## src/rtl/src_control_unit_pkg.sv

```systemverilog
// Shared definitions for the Mini SRC hardwired control unit: opcodes, ALU op codes,
// step/state encodings, decoded instruction classes and the registered control word.
package src_ctrl_pkg;

    localparam int unsigned OPW  = 5;
    localparam int unsigned ALUW = 4;
    localparam int unsigned IRW  = 32;

    localparam logic [OPW-1:0] OP_LD   = 5'b00000;
    localparam logic [OPW-1:0] OP_LDI  = 5'b00001;
    localparam logic [OPW-1:0] OP_ST   = 5'b00010;
    localparam logic [OPW-1:0] OP_ADD  = 5'b00011;
    localparam logic [OPW-1:0] OP_SUB  = 5'b00100;
    localparam logic [OPW-1:0] OP_AND  = 5'b00101;
    localparam logic [OPW-1:0] OP_OR   = 5'b00110;
    localparam logic [OPW-1:0] OP_ROR  = 5'b00111;
    localparam logic [OPW-1:0] OP_ROL  = 5'b01000;
    localparam logic [OPW-1:0] OP_SHR  = 5'b01001;
    localparam logic [OPW-1:0] OP_SHRA = 5'b01010;
    localparam logic [OPW-1:0] OP_SHL  = 5'b01011;
    localparam logic [OPW-1:0] OP_ADDI = 5'b01100;
    localparam logic [OPW-1:0] OP_ANDI = 5'b01101;
    localparam logic [OPW-1:0] OP_ORI  = 5'b01110;
    localparam logic [OPW-1:0] OP_DIV  = 5'b01111;
    localparam logic [OPW-1:0] OP_MUL  = 5'b10000;
    localparam logic [OPW-1:0] OP_JR   = 5'b10100;
    localparam logic [OPW-1:0] OP_NOP  = 5'b11010;
    localparam logic [OPW-1:0] OP_HALT = 5'b11011;

    localparam logic [ALUW-1:0] ALU_ADD  = 4'd0;
    localparam logic [ALUW-1:0] ALU_SUB  = 4'd1;
    localparam logic [ALUW-1:0] ALU_AND  = 4'd2;
    localparam logic [ALUW-1:0] ALU_OR   = 4'd3;
    localparam logic [ALUW-1:0] ALU_SHR  = 4'd4;
    localparam logic [ALUW-1:0] ALU_SHRA = 4'd5;
    localparam logic [ALUW-1:0] ALU_SHL  = 4'd6;
    localparam logic [ALUW-1:0] ALU_ROR  = 4'd7;
    localparam logic [ALUW-1:0] ALU_ROL  = 4'd8;
    localparam logic [ALUW-1:0] ALU_MUL  = 4'd9;
    localparam logic [ALUW-1:0] ALU_DIV  = 4'd10;

    typedef enum logic [3:0] {
        ST_T0     = 4'd0,
        ST_T1     = 4'd1,
        ST_T2     = 4'd2,
        ST_T3     = 4'd3,
        ST_T4     = 4'd4,
        ST_T5     = 4'd5,
        ST_T6     = 4'd6,
        ST_T7     = 4'd7,
        ST_PAUSED = 4'd8,
        ST_HALTED = 4'd9
    } step_e;

    typedef enum logic [3:0] {
        CL_ALU, CL_IMM, CL_LDI, CL_LD, CL_ST, CL_JR, CL_MULDIV, CL_NOP, CL_HALT, CL_ILLEGAL
    } op_class_e;

    typedef struct packed {
        logic            pc_out;
        logic            zhi_out;
        logic            zlo_out;
        logic            mdr_out;
        logic            c_out;
        logic            ba_out;
        logic            r_out;
        logic            mar_in;
        logic            pc_in;
        logic            mdr_in;
        logic            ir_in;
        logic            y_in;
        logic            z_in;
        logic            r_in;
        logic            hi_in;
        logic            lo_in;
        logic            inc_pc;
        logic            read;
        logic            write;
        logic            gra;
        logic            grb;
        logic            grc;
        logic [ALUW-1:0] alu_op;
        logic            run;
        logic            illegal;
    } ctrl_t;

    // Quiescent control word: no strobes, ALU parked on add, not running.
    function automatic ctrl_t ctrl_idle();
        ctrl_t c;
        c        = '0;
        c.alu_op = ALU_ADD;
        return c;
    endfunction

endpackage

```

## src/rtl/src_control_unit_if.sv

```systemverilog
// Control-unit <-> datapath bundle: IR/handshake inputs and every datapath control strobe.
interface src_control_unit_if;
    import src_ctrl_pkg::*;

    logic            run_req;
    logic [IRW-1:0]  ir;
    logic            mem_ready;

    logic PCout, Zhiout, Zloout, MDRout, Cout, BAout, Rout;
    logic MARin, PCin, MDRin, IRin, Yin, Zin, Rin, HIin, LOin;
    logic IncPC, Read, Write;
    logic Gra, Grb, Grc;
    logic [ALUW-1:0] alu_op;
    logic run;
    logic illegal;

    modport master (
        input  run_req, ir, mem_ready,
        output PCout, Zhiout, Zloout, MDRout, Cout, BAout, Rout,
        output MARin, PCin, MDRin, IRin, Yin, Zin, Rin, HIin, LOin,
        output IncPC, Read, Write, Gra, Grb, Grc, alu_op, run, illegal
    );

    modport slave (
        output run_req, ir, mem_ready,
        input  PCout, Zhiout, Zloout, MDRout, Cout, BAout, Rout,
        input  MARin, PCin, MDRin, IRin, Yin, Zin, Rin, HIin, LOin,
        input  IncPC, Read, Write, Gra, Grb, Grc, alu_op, run, illegal
    );

endinterface

```

## src/rtl/src_control_unit_op_decode.sv

```systemverilog
// Combinational opcode classifier: instruction class and ALU operation for an opcode.
// mul/div are recognised only when SRC_MULDIV_EN is defined; otherwise they are illegal.
module src_op_decode
    import src_ctrl_pkg::*;
(
    input  logic [OPW-1:0]  op_i,
    output op_class_e       op_class_c_o,
    output logic [ALUW-1:0] alu_op_c_o
);

    always_comb begin
        op_class_c_o = CL_ILLEGAL;
        alu_op_c_o   = ALU_ADD;
        case (op_i)
            OP_ADD:  begin op_class_c_o = CL_ALU; alu_op_c_o = ALU_ADD;  end
            OP_SUB:  begin op_class_c_o = CL_ALU; alu_op_c_o = ALU_SUB;  end
            OP_AND:  begin op_class_c_o = CL_ALU; alu_op_c_o = ALU_AND;  end
            OP_OR:   begin op_class_c_o = CL_ALU; alu_op_c_o = ALU_OR;   end
            OP_SHR:  begin op_class_c_o = CL_ALU; alu_op_c_o = ALU_SHR;  end
            OP_SHRA: begin op_class_c_o = CL_ALU; alu_op_c_o = ALU_SHRA; end
            OP_SHL:  begin op_class_c_o = CL_ALU; alu_op_c_o = ALU_SHL;  end
            OP_ROR:  begin op_class_c_o = CL_ALU; alu_op_c_o = ALU_ROR;  end
            OP_ROL:  begin op_class_c_o = CL_ALU; alu_op_c_o = ALU_ROL;  end
            OP_ADDI: begin op_class_c_o = CL_IMM; alu_op_c_o = ALU_ADD;  end
            OP_ANDI: begin op_class_c_o = CL_IMM; alu_op_c_o = ALU_AND;  end
            OP_ORI:  begin op_class_c_o = CL_IMM; alu_op_c_o = ALU_OR;   end
            OP_LDI:  op_class_c_o = CL_LDI;
            OP_LD:   op_class_c_o = CL_LD;
            OP_ST:   op_class_c_o = CL_ST;
            OP_JR:   op_class_c_o = CL_JR;
            OP_NOP:  op_class_c_o = CL_NOP;
            OP_HALT: op_class_c_o = CL_HALT;
`ifdef SRC_MULDIV_EN
            OP_MUL:  begin op_class_c_o = CL_MULDIV; alu_op_c_o = ALU_MUL; end
            OP_DIV:  begin op_class_c_o = CL_MULDIV; alu_op_c_o = ALU_DIV; end
`endif
            default: ;
        endcase
    end

endmodule

```

## src/rtl/src_control_unit.sv

```systemverilog
// Mini SRC hardwired control FSM: fetch T0-T2 then per-class execute steps, one step per clock.
// Define SRC_MULDIV_EN to enable mul/div sequencing (HIin/LOin/Zhiout stay 0 otherwise).
module src_control_unit
    import src_ctrl_pkg::*;
(
    input  logic               clock,
    input  logic               clear,
    src_control_unit_if.master bus
);

    step_e           state_q, state_d;
    logic [OPW-1:0]  op_q, op_d;
    logic            go_q;
    ctrl_t           ctrl_q, ctrl_d;
    op_class_e       op_class;
    logic [ALUW-1:0] dec_alu_op;
    logic            unused_ir;

    // Opcode is captured as the FSM enters T3 and held for the rest of the instruction.
    assign op_d      = (state_q == ST_T2) ? bus.ir[IRW-1:IRW-OPW] : op_q;
    assign unused_ir = ^bus.ir[IRW-OPW-1:0];

    src_op_decode u_decode (
        .op_i         (op_d),
        .op_class_c_o (op_class),
        .alu_op_c_o   (dec_alu_op)
    );

    always_ff @(posedge clock or negedge clear) begin
        if (!clear) begin
            state_q <= ST_T0;
            op_q    <= OP_NOP;
            go_q    <= 1'b0;
            ctrl_q  <= ctrl_idle();
        end else begin
            state_q <= state_d;
            op_q    <= op_d;
            go_q    <= 1'b1;
            ctrl_q  <= ctrl_d;
        end
    end

    // Next step, then the control word for that step (registered so outputs track state_q).
    always_comb begin
        state_d = state_q;
        ctrl_d  = ctrl_idle();

        case (state_q)
            ST_T0:     state_d = bus.run_req ? ST_T1 : ST_PAUSED;
            ST_T1:     if (bus.mem_ready) state_d = ST_T2;
            ST_T2:     state_d = ST_T3;
            ST_T3: begin
                case (op_class)
                    CL_ALU, CL_IMM, CL_LDI, CL_LD, CL_ST, CL_MULDIV: state_d = ST_T4;
                    CL_HALT: state_d = ST_HALTED;
                    default: state_d = ST_T0;
                endcase
            end
            ST_T4:     state_d = ST_T5;
            ST_T5:     state_d = (op_class inside {CL_LD, CL_ST, CL_MULDIV}) ? ST_T6 : ST_T0;
            ST_T6: begin
                if (op_class == CL_LD)      state_d = bus.mem_ready ? ST_T7 : ST_T6;
                else if (op_class == CL_ST) state_d = ST_T7;
                else                        state_d = ST_T0;
            end
            ST_T7:     state_d = (op_class == CL_ST && !bus.mem_ready) ? ST_T7 : ST_T0;
            ST_PAUSED: if (bus.run_req) state_d = ST_T0;
            ST_HALTED: state_d = ST_HALTED;
            default:   state_d = ST_T0;
        endcase

        // First clock after reset presents T0 before any stepping.
        if (!go_q) state_d = ST_T0;

        ctrl_d.run = (state_d != ST_PAUSED) && (state_d != ST_HALTED);

        case (state_d)
            ST_T0: begin
                ctrl_d.pc_out = 1'b1; ctrl_d.mar_in = 1'b1; ctrl_d.inc_pc = 1'b1; ctrl_d.z_in = 1'b1;
            end
            ST_T1: begin
                ctrl_d.zlo_out = 1'b1; ctrl_d.pc_in = 1'b1; ctrl_d.read = 1'b1; ctrl_d.mdr_in = 1'b1;
            end
            ST_T2: begin
                ctrl_d.mdr_out = 1'b1; ctrl_d.ir_in = 1'b1;
            end
            ST_T3: begin
                case (op_class)
                    CL_ALU, CL_IMM: begin ctrl_d.grb = 1'b1; ctrl_d.r_out = 1'b1; ctrl_d.y_in = 1'b1; end
                    CL_LDI, CL_LD, CL_ST: begin
                        ctrl_d.grb = 1'b1; ctrl_d.ba_out = 1'b1; ctrl_d.y_in = 1'b1;
                    end
                    CL_JR:      begin ctrl_d.gra = 1'b1; ctrl_d.r_out = 1'b1; ctrl_d.pc_in = 1'b1; end
`ifdef SRC_MULDIV_EN
                    CL_MULDIV:  begin ctrl_d.gra = 1'b1; ctrl_d.r_out = 1'b1; ctrl_d.y_in = 1'b1; end
`endif
                    CL_ILLEGAL: ctrl_d.illegal = 1'b1;
                    default: ;
                endcase
            end
            ST_T4: begin
                ctrl_d.z_in   = 1'b1;
                ctrl_d.alu_op = dec_alu_op;
                case (op_class)
                    CL_ALU:    begin ctrl_d.grc = 1'b1; ctrl_d.r_out = 1'b1; end
                    CL_MULDIV: begin ctrl_d.grb = 1'b1; ctrl_d.r_out = 1'b1; end
                    default:   ctrl_d.c_out = 1'b1;
                endcase
            end
            ST_T5: begin
                ctrl_d.zlo_out = 1'b1;
                case (op_class)
                    CL_LD, CL_ST: ctrl_d.mar_in = 1'b1;
`ifdef SRC_MULDIV_EN
                    CL_MULDIV:    ctrl_d.lo_in  = 1'b1;
`endif
                    default: begin ctrl_d.gra = 1'b1; ctrl_d.r_in = 1'b1; end
                endcase
            end
            ST_T6: begin
                case (op_class)
                    CL_LD: begin ctrl_d.read = 1'b1; ctrl_d.mdr_in = 1'b1; end
                    CL_ST: begin ctrl_d.gra = 1'b1; ctrl_d.r_out = 1'b1; ctrl_d.mdr_in = 1'b1; end
`ifdef SRC_MULDIV_EN
                    CL_MULDIV: begin ctrl_d.zhi_out = 1'b1; ctrl_d.hi_in = 1'b1; end
`endif
                    default: ;
                endcase
            end
            ST_T7: begin
                if (op_class == CL_ST) begin
                    ctrl_d.write = 1'b1;
                end else begin
                    ctrl_d.mdr_out = 1'b1; ctrl_d.gra = 1'b1; ctrl_d.r_in = 1'b1;
                end
            end
            default: ;
        endcase
    end

    assign bus.PCout   = ctrl_q.pc_out;
    assign bus.Zhiout  = ctrl_q.zhi_out;
    assign bus.Zloout  = ctrl_q.zlo_out;
    assign bus.MDRout  = ctrl_q.mdr_out;
    assign bus.Cout    = ctrl_q.c_out;
    assign bus.BAout   = ctrl_q.ba_out;
    assign bus.Rout    = ctrl_q.r_out;
    assign bus.MARin   = ctrl_q.mar_in;
    assign bus.PCin    = ctrl_q.pc_in;
    assign bus.MDRin   = ctrl_q.mdr_in;
    assign bus.IRin    = ctrl_q.ir_in;
    assign bus.Yin     = ctrl_q.y_in;
    assign bus.Zin     = ctrl_q.z_in;
    assign bus.Rin     = ctrl_q.r_in;
    assign bus.HIin    = ctrl_q.hi_in;
    assign bus.LOin    = ctrl_q.lo_in;
    assign bus.IncPC   = ctrl_q.inc_pc;
    assign bus.Read    = ctrl_q.read;
    assign bus.Write   = ctrl_q.write;
    assign bus.Gra     = ctrl_q.gra;
    assign bus.Grb     = ctrl_q.grb;
    assign bus.Grc     = ctrl_q.grc;
    assign bus.alu_op  = ctrl_q.alu_op;
    assign bus.run     = ctrl_q.run;
    assign bus.illegal = ctrl_q.illegal;

    // The shared bus tolerates at most one driver per cycle.
    bus_src_onehot_a: assert property (@(posedge clock) disable iff (!clear)
        $onehot0({ctrl_q.pc_out, ctrl_q.zhi_out, ctrl_q.zlo_out, ctrl_q.mdr_out,
                  ctrl_q.c_out, ctrl_q.ba_out, ctrl_q.r_out}));

endmodule
```

## src/flat_wrapper.sv

```systemverilog
// flat-port wrapper written by rule: the top's interface ports become plain ports
module src_control_unit_flat import src_ctrl_pkg::*;
  (clock, clear, bus_run_req, bus_ir, bus_mem_ready, bus_PCout, bus_Zhiout, bus_Zloout, bus_MDRout, bus_Cout, bus_BAout, bus_Rout, bus_MARin, bus_PCin, bus_MDRin, bus_IRin, bus_Yin, bus_Zin, bus_Rin, bus_HIin, bus_LOin, bus_IncPC, bus_Read, bus_Write, bus_Gra, bus_Grb, bus_Grc, bus_alu_op, bus_run, bus_illegal);
  src_control_unit_if bus_i ();
  input  logic clock;
  input  logic clear;
  input wire logic [$bits(bus_i.run_req)-1:0] bus_run_req;
  input wire logic [$bits(bus_i.ir)-1:0] bus_ir;
  input wire logic [$bits(bus_i.mem_ready)-1:0] bus_mem_ready;
  output wire logic [$bits(bus_i.PCout)-1:0] bus_PCout;
  output wire logic [$bits(bus_i.Zhiout)-1:0] bus_Zhiout;
  output wire logic [$bits(bus_i.Zloout)-1:0] bus_Zloout;
  output wire logic [$bits(bus_i.MDRout)-1:0] bus_MDRout;
  output wire logic [$bits(bus_i.Cout)-1:0] bus_Cout;
  output wire logic [$bits(bus_i.BAout)-1:0] bus_BAout;
  output wire logic [$bits(bus_i.Rout)-1:0] bus_Rout;
  output wire logic [$bits(bus_i.MARin)-1:0] bus_MARin;
  output wire logic [$bits(bus_i.PCin)-1:0] bus_PCin;
  output wire logic [$bits(bus_i.MDRin)-1:0] bus_MDRin;
  output wire logic [$bits(bus_i.IRin)-1:0] bus_IRin;
  output wire logic [$bits(bus_i.Yin)-1:0] bus_Yin;
  output wire logic [$bits(bus_i.Zin)-1:0] bus_Zin;
  output wire logic [$bits(bus_i.Rin)-1:0] bus_Rin;
  output wire logic [$bits(bus_i.HIin)-1:0] bus_HIin;
  output wire logic [$bits(bus_i.LOin)-1:0] bus_LOin;
  output wire logic [$bits(bus_i.IncPC)-1:0] bus_IncPC;
  output wire logic [$bits(bus_i.Read)-1:0] bus_Read;
  output wire logic [$bits(bus_i.Write)-1:0] bus_Write;
  output wire logic [$bits(bus_i.Gra)-1:0] bus_Gra;
  output wire logic [$bits(bus_i.Grb)-1:0] bus_Grb;
  output wire logic [$bits(bus_i.Grc)-1:0] bus_Grc;
  output wire logic [$bits(bus_i.alu_op)-1:0] bus_alu_op;
  output wire logic [$bits(bus_i.run)-1:0] bus_run;
  output wire logic [$bits(bus_i.illegal)-1:0] bus_illegal;
  assign bus_i.run_req = bus_run_req;
  assign bus_i.ir = bus_ir;
  assign bus_i.mem_ready = bus_mem_ready;
  assign bus_PCout = bus_i.PCout;
  assign bus_Zhiout = bus_i.Zhiout;
  assign bus_Zloout = bus_i.Zloout;
  assign bus_MDRout = bus_i.MDRout;
  assign bus_Cout = bus_i.Cout;
  assign bus_BAout = bus_i.BAout;
  assign bus_Rout = bus_i.Rout;
  assign bus_MARin = bus_i.MARin;
  assign bus_PCin = bus_i.PCin;
  assign bus_MDRin = bus_i.MDRin;
  assign bus_IRin = bus_i.IRin;
  assign bus_Yin = bus_i.Yin;
  assign bus_Zin = bus_i.Zin;
  assign bus_Rin = bus_i.Rin;
  assign bus_HIin = bus_i.HIin;
  assign bus_LOin = bus_i.LOin;
  assign bus_IncPC = bus_i.IncPC;
  assign bus_Read = bus_i.Read;
  assign bus_Write = bus_i.Write;
  assign bus_Gra = bus_i.Gra;
  assign bus_Grb = bus_i.Grb;
  assign bus_Grc = bus_i.Grc;
  assign bus_alu_op = bus_i.alu_op;
  assign bus_run = bus_i.run;
  assign bus_illegal = bus_i.illegal;
  src_control_unit u_core (.clock(clock), .clear(clear), .bus(bus_i));
endmodule
```

## config.mk

```make
export PLATFORM = sky130hd
export DESIGN_NAME = src_control_unit_flat
export DESIGN_NICKNAME = d
export VERILOG_FILES = /design/src/rtl/src_control_unit_pkg.sv /design/src/rtl/src_control_unit_if.sv /design/src/rtl/src_control_unit_op_decode.sv /design/src/rtl/src_control_unit.sv /design/src/flat_wrapper.sv
export SDC_FILE = /design/constraint.sdc
export NUM_CORES = 1
export LEC_CHECK = 0
export ABC_AREA = 1
export ABC_CLOCK_PERIOD_IN_PS = 2960
export CAP_MARGIN = 5
export CORE_ASPECT_RATIO = 1.25
export CORE_MARGIN = 2
export CORE_UTILIZATION = 25
export CTS_BUF_LIST = sky130_fd_sc_hd__clkbuf_4 sky130_fd_sc_hd__clkbuf_8
export CTS_CLUSTER_SIZE = 8
export DETAILED_ROUTE_END_ITERATION = 8
export DONT_BUFFER_PORTS = 1
export MAX_ROUTING_LAYER = met4
export PLACE_DENSITY_LB_ADDON = 0.3
export REMOVE_ABC_BUFFERS = 1
export SLEW_MARGIN = 20
export SYNTH_ARGS = -nofsm -noshare
export SYNTH_HDL_FRONTEND = slang
export SYNTH_SLANG_ARGS = --single-unit
```

## constraint.sdc

```tcl
create_clock -name clock -period 2.96 [get_ports clock]
set_input_delay 0.444 -clock clock [delete_from_list [all_inputs] [get_ports clock]]
set_output_delay 0.444 -clock clock [all_outputs]
set_load 0.02 [all_outputs]
```

After elaboration in Yosys (flattened, before gate mapping):

Index checks and enable logic that the tools add are counted.

* register bits after elaboration: 34
* input bits: 36
* output and inout port bits: 28

* equality and inequality tests: 43
* muxes and demuxes: 47
* reductions and logical operators: 20

Operator list (count)
* $pmux 4 s8: 2
* $eq 4x3->1 const B: 11
* $pmux 4 s10: 1
* $eq 5x4->1 const B: 7
* $eq 4x2->1 const B: 6
* $mux 1: 24
* $eq 5x3->1 const B: 4
* $mux 4: 5
* $eq 4x4->1 const B: 4
* $eq 5x5->1 const B: 3
* $pmux 1 s2: 7
* $eq 4x1->1 const B: 3
* $logic_not 4->1: 3
* $reduce_or 2->1: 6
* $eq 5x2->1 const B: 2
* $mux 5: 2
* $mux 3: 3
* $reduce_or 3->1: 3
* $reduce_or 9->1: 1
* $ne 4x4->1 const B: 2
* $pmux 4 s2: 1
* $reduce_or 6->1: 1
* $eq 5x1->1 const B: 1
* $logic_not 5->1: 1
* 6 further kinds: 7

Longest topological paths before layout:

* word-level depth: 13
* mapped depth: 17

Hierarchy:

A second synthesis with hierarchy kept.

* cell total of the unflattened synthesis: 254
* area total of the unflattened synthesis: 1884.3 µm²

Modules (own cells, without submodules)
* src_control_unit: instances 1, cells an instance 203, area an instance 1647.8 µm², seq. area each 854.6 µm²
* src_op_decode: instances 1, cells an instance 51, area an instance 236.5 µm², seq. area each 0.0 µm²

Worst setup path after synthesis:

No wires, ideal clock.

* path type: register -> register
* start: register u_core.state_q[3]
* end: register u_core.ctrl_q, in the netlist u_core.bus.MDRin
* library setup time: 124 ps
* arrival: 1873 ps
* setup slack: 963 ps
* cell stages (with the launch flop): 14
* buffers on the path: 1
* cells stage by stage: dfrtp_1 > nor2_4 > buf_6 > nand3b_1 > nand2_4 > nand3_2 > a21oi_4 > nand3_1 > inv_2 > nor2_2 > a21oi_4 > nor2_2 > nand2_1 > o21ai_1

RTL lines
* start: declaration: RTL line src_control_unit.sv:11 `step_e state_q, state_d;`
* start signal: assignment: RTL line src_control_unit.sv:36 `state_q <= state_d;`
* end signal: assignment: RTL line src_control_unit.sv:34 `ctrl_q <= ctrl_idle();`
* end signal: assignment: RTL line src_control_unit.sv:39 `ctrl_q <= ctrl_d;`
* end: declaration: RTL line src_control_unit.sv:14 `ctrl_t ctrl_q, ctrl_d;`

==> run_results.csv <==
group,metric,value,unit
global_route,grt_use_total,12.2,%
global_route,met2_usage,19.1,%
die,num_io_pins,64,
die,rows,35,
global_route,busiest_layer,"met2",
worst_setup_path,r2r_cells,10,
die,dieArea,8130,µm²
sta,finalMaxSlewViolations,0,
synthesis,yosysMostFrequentCell,"nand2_1",
cts,cts_resized,0,
worst_setup_path,critical_path_arrival,2.65,ns
cells_and_area,top_register,"u_core.op_q",
cts,cts_tree,"built",
drt,vias,1450,
synthesis,yosys_warnings,0,
synthesis,ys_seq_area_share,46.1,%
global_route,grt_max_degree,35,
sta,fin_skew,0.00933,ns
drt,ant_nets,0,
die,start_util,25.5,%
outcome,status,"complete, no violations",
global_route,grt_pass1_vias,1504,
die,core_area,7270,µm²
cts,cts_buffer_depth,2,
worst_setup_path,crit_end,"u_core.bus.MARin$_DFF_PN0_",
synthesis,postSynthCellCount,235,
cells_and_area,largest_reg_flops,5,
drt,drc,0,
die,die_w,81.0,µm
die,fp.dieH,100,µm
cells_and_area,fin_area,2060,µm²
synthesis,avgSynthCellArea,7.89,µm²
worst_setup_path,setup.worst_path.start_class,"register",
worst_setup_path,setup.worst_path.start,"u_core.state_q[2]$_DFF_PN0_",
synthesis,synth_area_leader_cell,"dfrtp_1",
power_and_ir_drop,vdd_ir_drop_max,0.000201,V
flow_run,cap_violations,0,
cells_and_area,drive_gt1_share,16.5,%
synthesis,synth_area_leaders,"dfrtp_1 42%, nand2_1 9.3%, inv_1 7.3%",
cts,cts_root_buf,"clkbuf_8",
cts,clkTransAtPathRegs,0.07,ns
placement,numPortBuffers,0,
hold_path,holdPathStages,2,
drt,drtIter0Drc,80,
power_and_ir_drop,p_leak,0.00106,µW
worst_setup_path,critical_path_required,3.13,ns
power_and_ir_drop,pwr_density_cell,765,nW/µm²
cells_and_area,stdcell_count,334,
placement,globalplace.congestion,0.876,
drt,dr.pass1.iters,4,
sta,setup_tns,0,ns
drt,wire_per_inst,12.6,µm
worst_setup_path,r2r_setup_slack,0.48,ns
sta,rsz0062_at_grt,"no",
global_route,grt.overflow.total,0,
global_route,antenna_found_initial,0,
placement,dpl-instance-area,1940,µm²
worst_setup_path,timing.rr.end,"u_core.bus.MARin$_DFF_PN0_",
synthesis,syn_area,1850,µm²
synthesis,synthArstFlopShare,100,%
worst_setup_path,cp-end-kind,"register",
sta,min_period_over_period,83.9,%
synthesis,ys_seq_elements,34,
synthesis,yosysUniqueCellTypes,28,
cells_and_area,nets,277,
synthesis,synth-edff-count,0,
worst_setup_path,path_class,"register to register",
global_route,grt_use_met3,4.14,%
hold_path,hp-class,"input pin to register",
global_route,grt_use_met1,13.7,%
worst_setup_path,cp_max_fo,11,
worst_setup_path,reg2reg_from,"u_core.state_q[2]$_DFF_PN0_",
drt,routed_via_density,4.34,
cts,insertion_delay,0.29,ns
synthesis,synth_top_cell_area_share,41.8,%
sta,fmax,402,MHz
sta,hold_ws,0.325,ns
cells_and_area,area_growth,11.1,%
synthesis,synth_ff_type,"dfrtp_1",
cts,cts-htree-levels,2,
sta,min_period,2.48,ns
placement,dp_hpwl,3280,µm
global_route,grt_pass1_wl,7230,µm
drt,routed_wl,4210,µm
cts,cts_buffers,5,
placement,dp.cells,324,
cells_and_area,antenna_cells,0,
cts,cts_sinks,34,
synthesis,synthTopCellsByCount,"46 x nand2_1, 36 x inv_1, 31 x dfrtp_1",
sta,setup_viol,0,
sta,timing_hold_violations_final,0,
==> placed cells by master (no fill, tap or decap), drive strengths merged <==
cell type / n
nand2: 57
inv: 41
nor2: 36
dfrtp: 31
nand3: 28
a21oi: 8
clkbuf: 7
nand4: 6
o21ai: 6
nor3: 4
conb: 4
nand3b: 3
dfstp: 3
a41oi: 1
o2111ai: 1
o211ai: 1
a211oi: 1
nor4: 1
clkinv: 1
buf: 1
dlygate4sd3: 1
==> per-layer routing <==
metal | vias to the layer above | wire length (µm)
li1 | 745 | -
met1 | 656 | 1750
met2 | 38 | 2080
met3 | 11 | 253
met4 | 0 | 128
met5 | - | 0
==> critical path, cell delays in order (launching register included) <==
cell	delay (ns)
dfrtp_1	0.42
nor2_4	0.29
nand3b_1	0.17
nand2_4	0.15
inv_2	0.11
a41oi_1	0.35
nand2_1	0.18
a21oi_4	0.32
nor2_2	0.11
nand2_1	0.16
o21ai_1	0.09
==> area by class of cell <==
| type | instances | area [µm²] |
|---|---|---|
| clock buffers | 7 | 90.1 |
| multi-input cells | 157 | 812 |
| inverters | 41 | 154 |
| fillers | 828 | 5210 |
| well taps | 92 | 115 |
| flip-flops and latches | 34 | 855 |
| clock inverters | 1 | 5.00 |
| repair buffers | 2 | 30.0 |
==> how the worst min path moves through the flow <==
stage,startpoint,end
floorplan,clear,u_core.bus.BAout$_DFF_PN0_
global placement,clear,u_core.bus.Zin$_DFF_PN0_
detailed placement,clear,u_core.bus.Zin$_DFF_PN0_
CTS,bus_ir[29],u_core.op_q[2]$_DFF_PN0_
global route,bus_ir[29],u_core.op_q[2]$_DFF_PN0_
finish,bus_ir[29],u_core.op_q[2]$_DFF_PN0_
==> through the flow <==
step / worst slack (ns) / util [%] / total power [µW]
final: 0.476 / 28.3 / 1580
after global routing: 0.292 / 28.3 / 1720
after CTS: 0.462 / 28.3 / 1600
after detailed placement: 0.499 / 26.6 / 1210
after global placement: 0.450 / 26.6 / 1210
after floorplan: 0.979 / - / 1080
==> cells by family (layout without fill, tap and decap cells) <==
kind of cell           Yosys count  count (layout)  share of synthesized area [%]
and+or+nand+nor                135             135                           36.2
AOI/OAI and AO/OA               18              18                           6.75
DFF                             34              34                           46.1
buffers and inverters           46              51                           10.5
other                            2               4                          0.405
==> power breakdown <==
| group | switching, µW | internal [µW] |
|---|---|---|
| clock network | 167 | 197 |
| logic | 440 | 171 |
| registers | 62.0 | 540 |
==> what timing repair did <==
action / 4_1_cts / 5_1_grt
hold endpoints to repair: 34 / 0
setup buffers: 0 / 0
hold buffers: 2 / 0
Note: power is estimated with default switching activity, not from simulation.
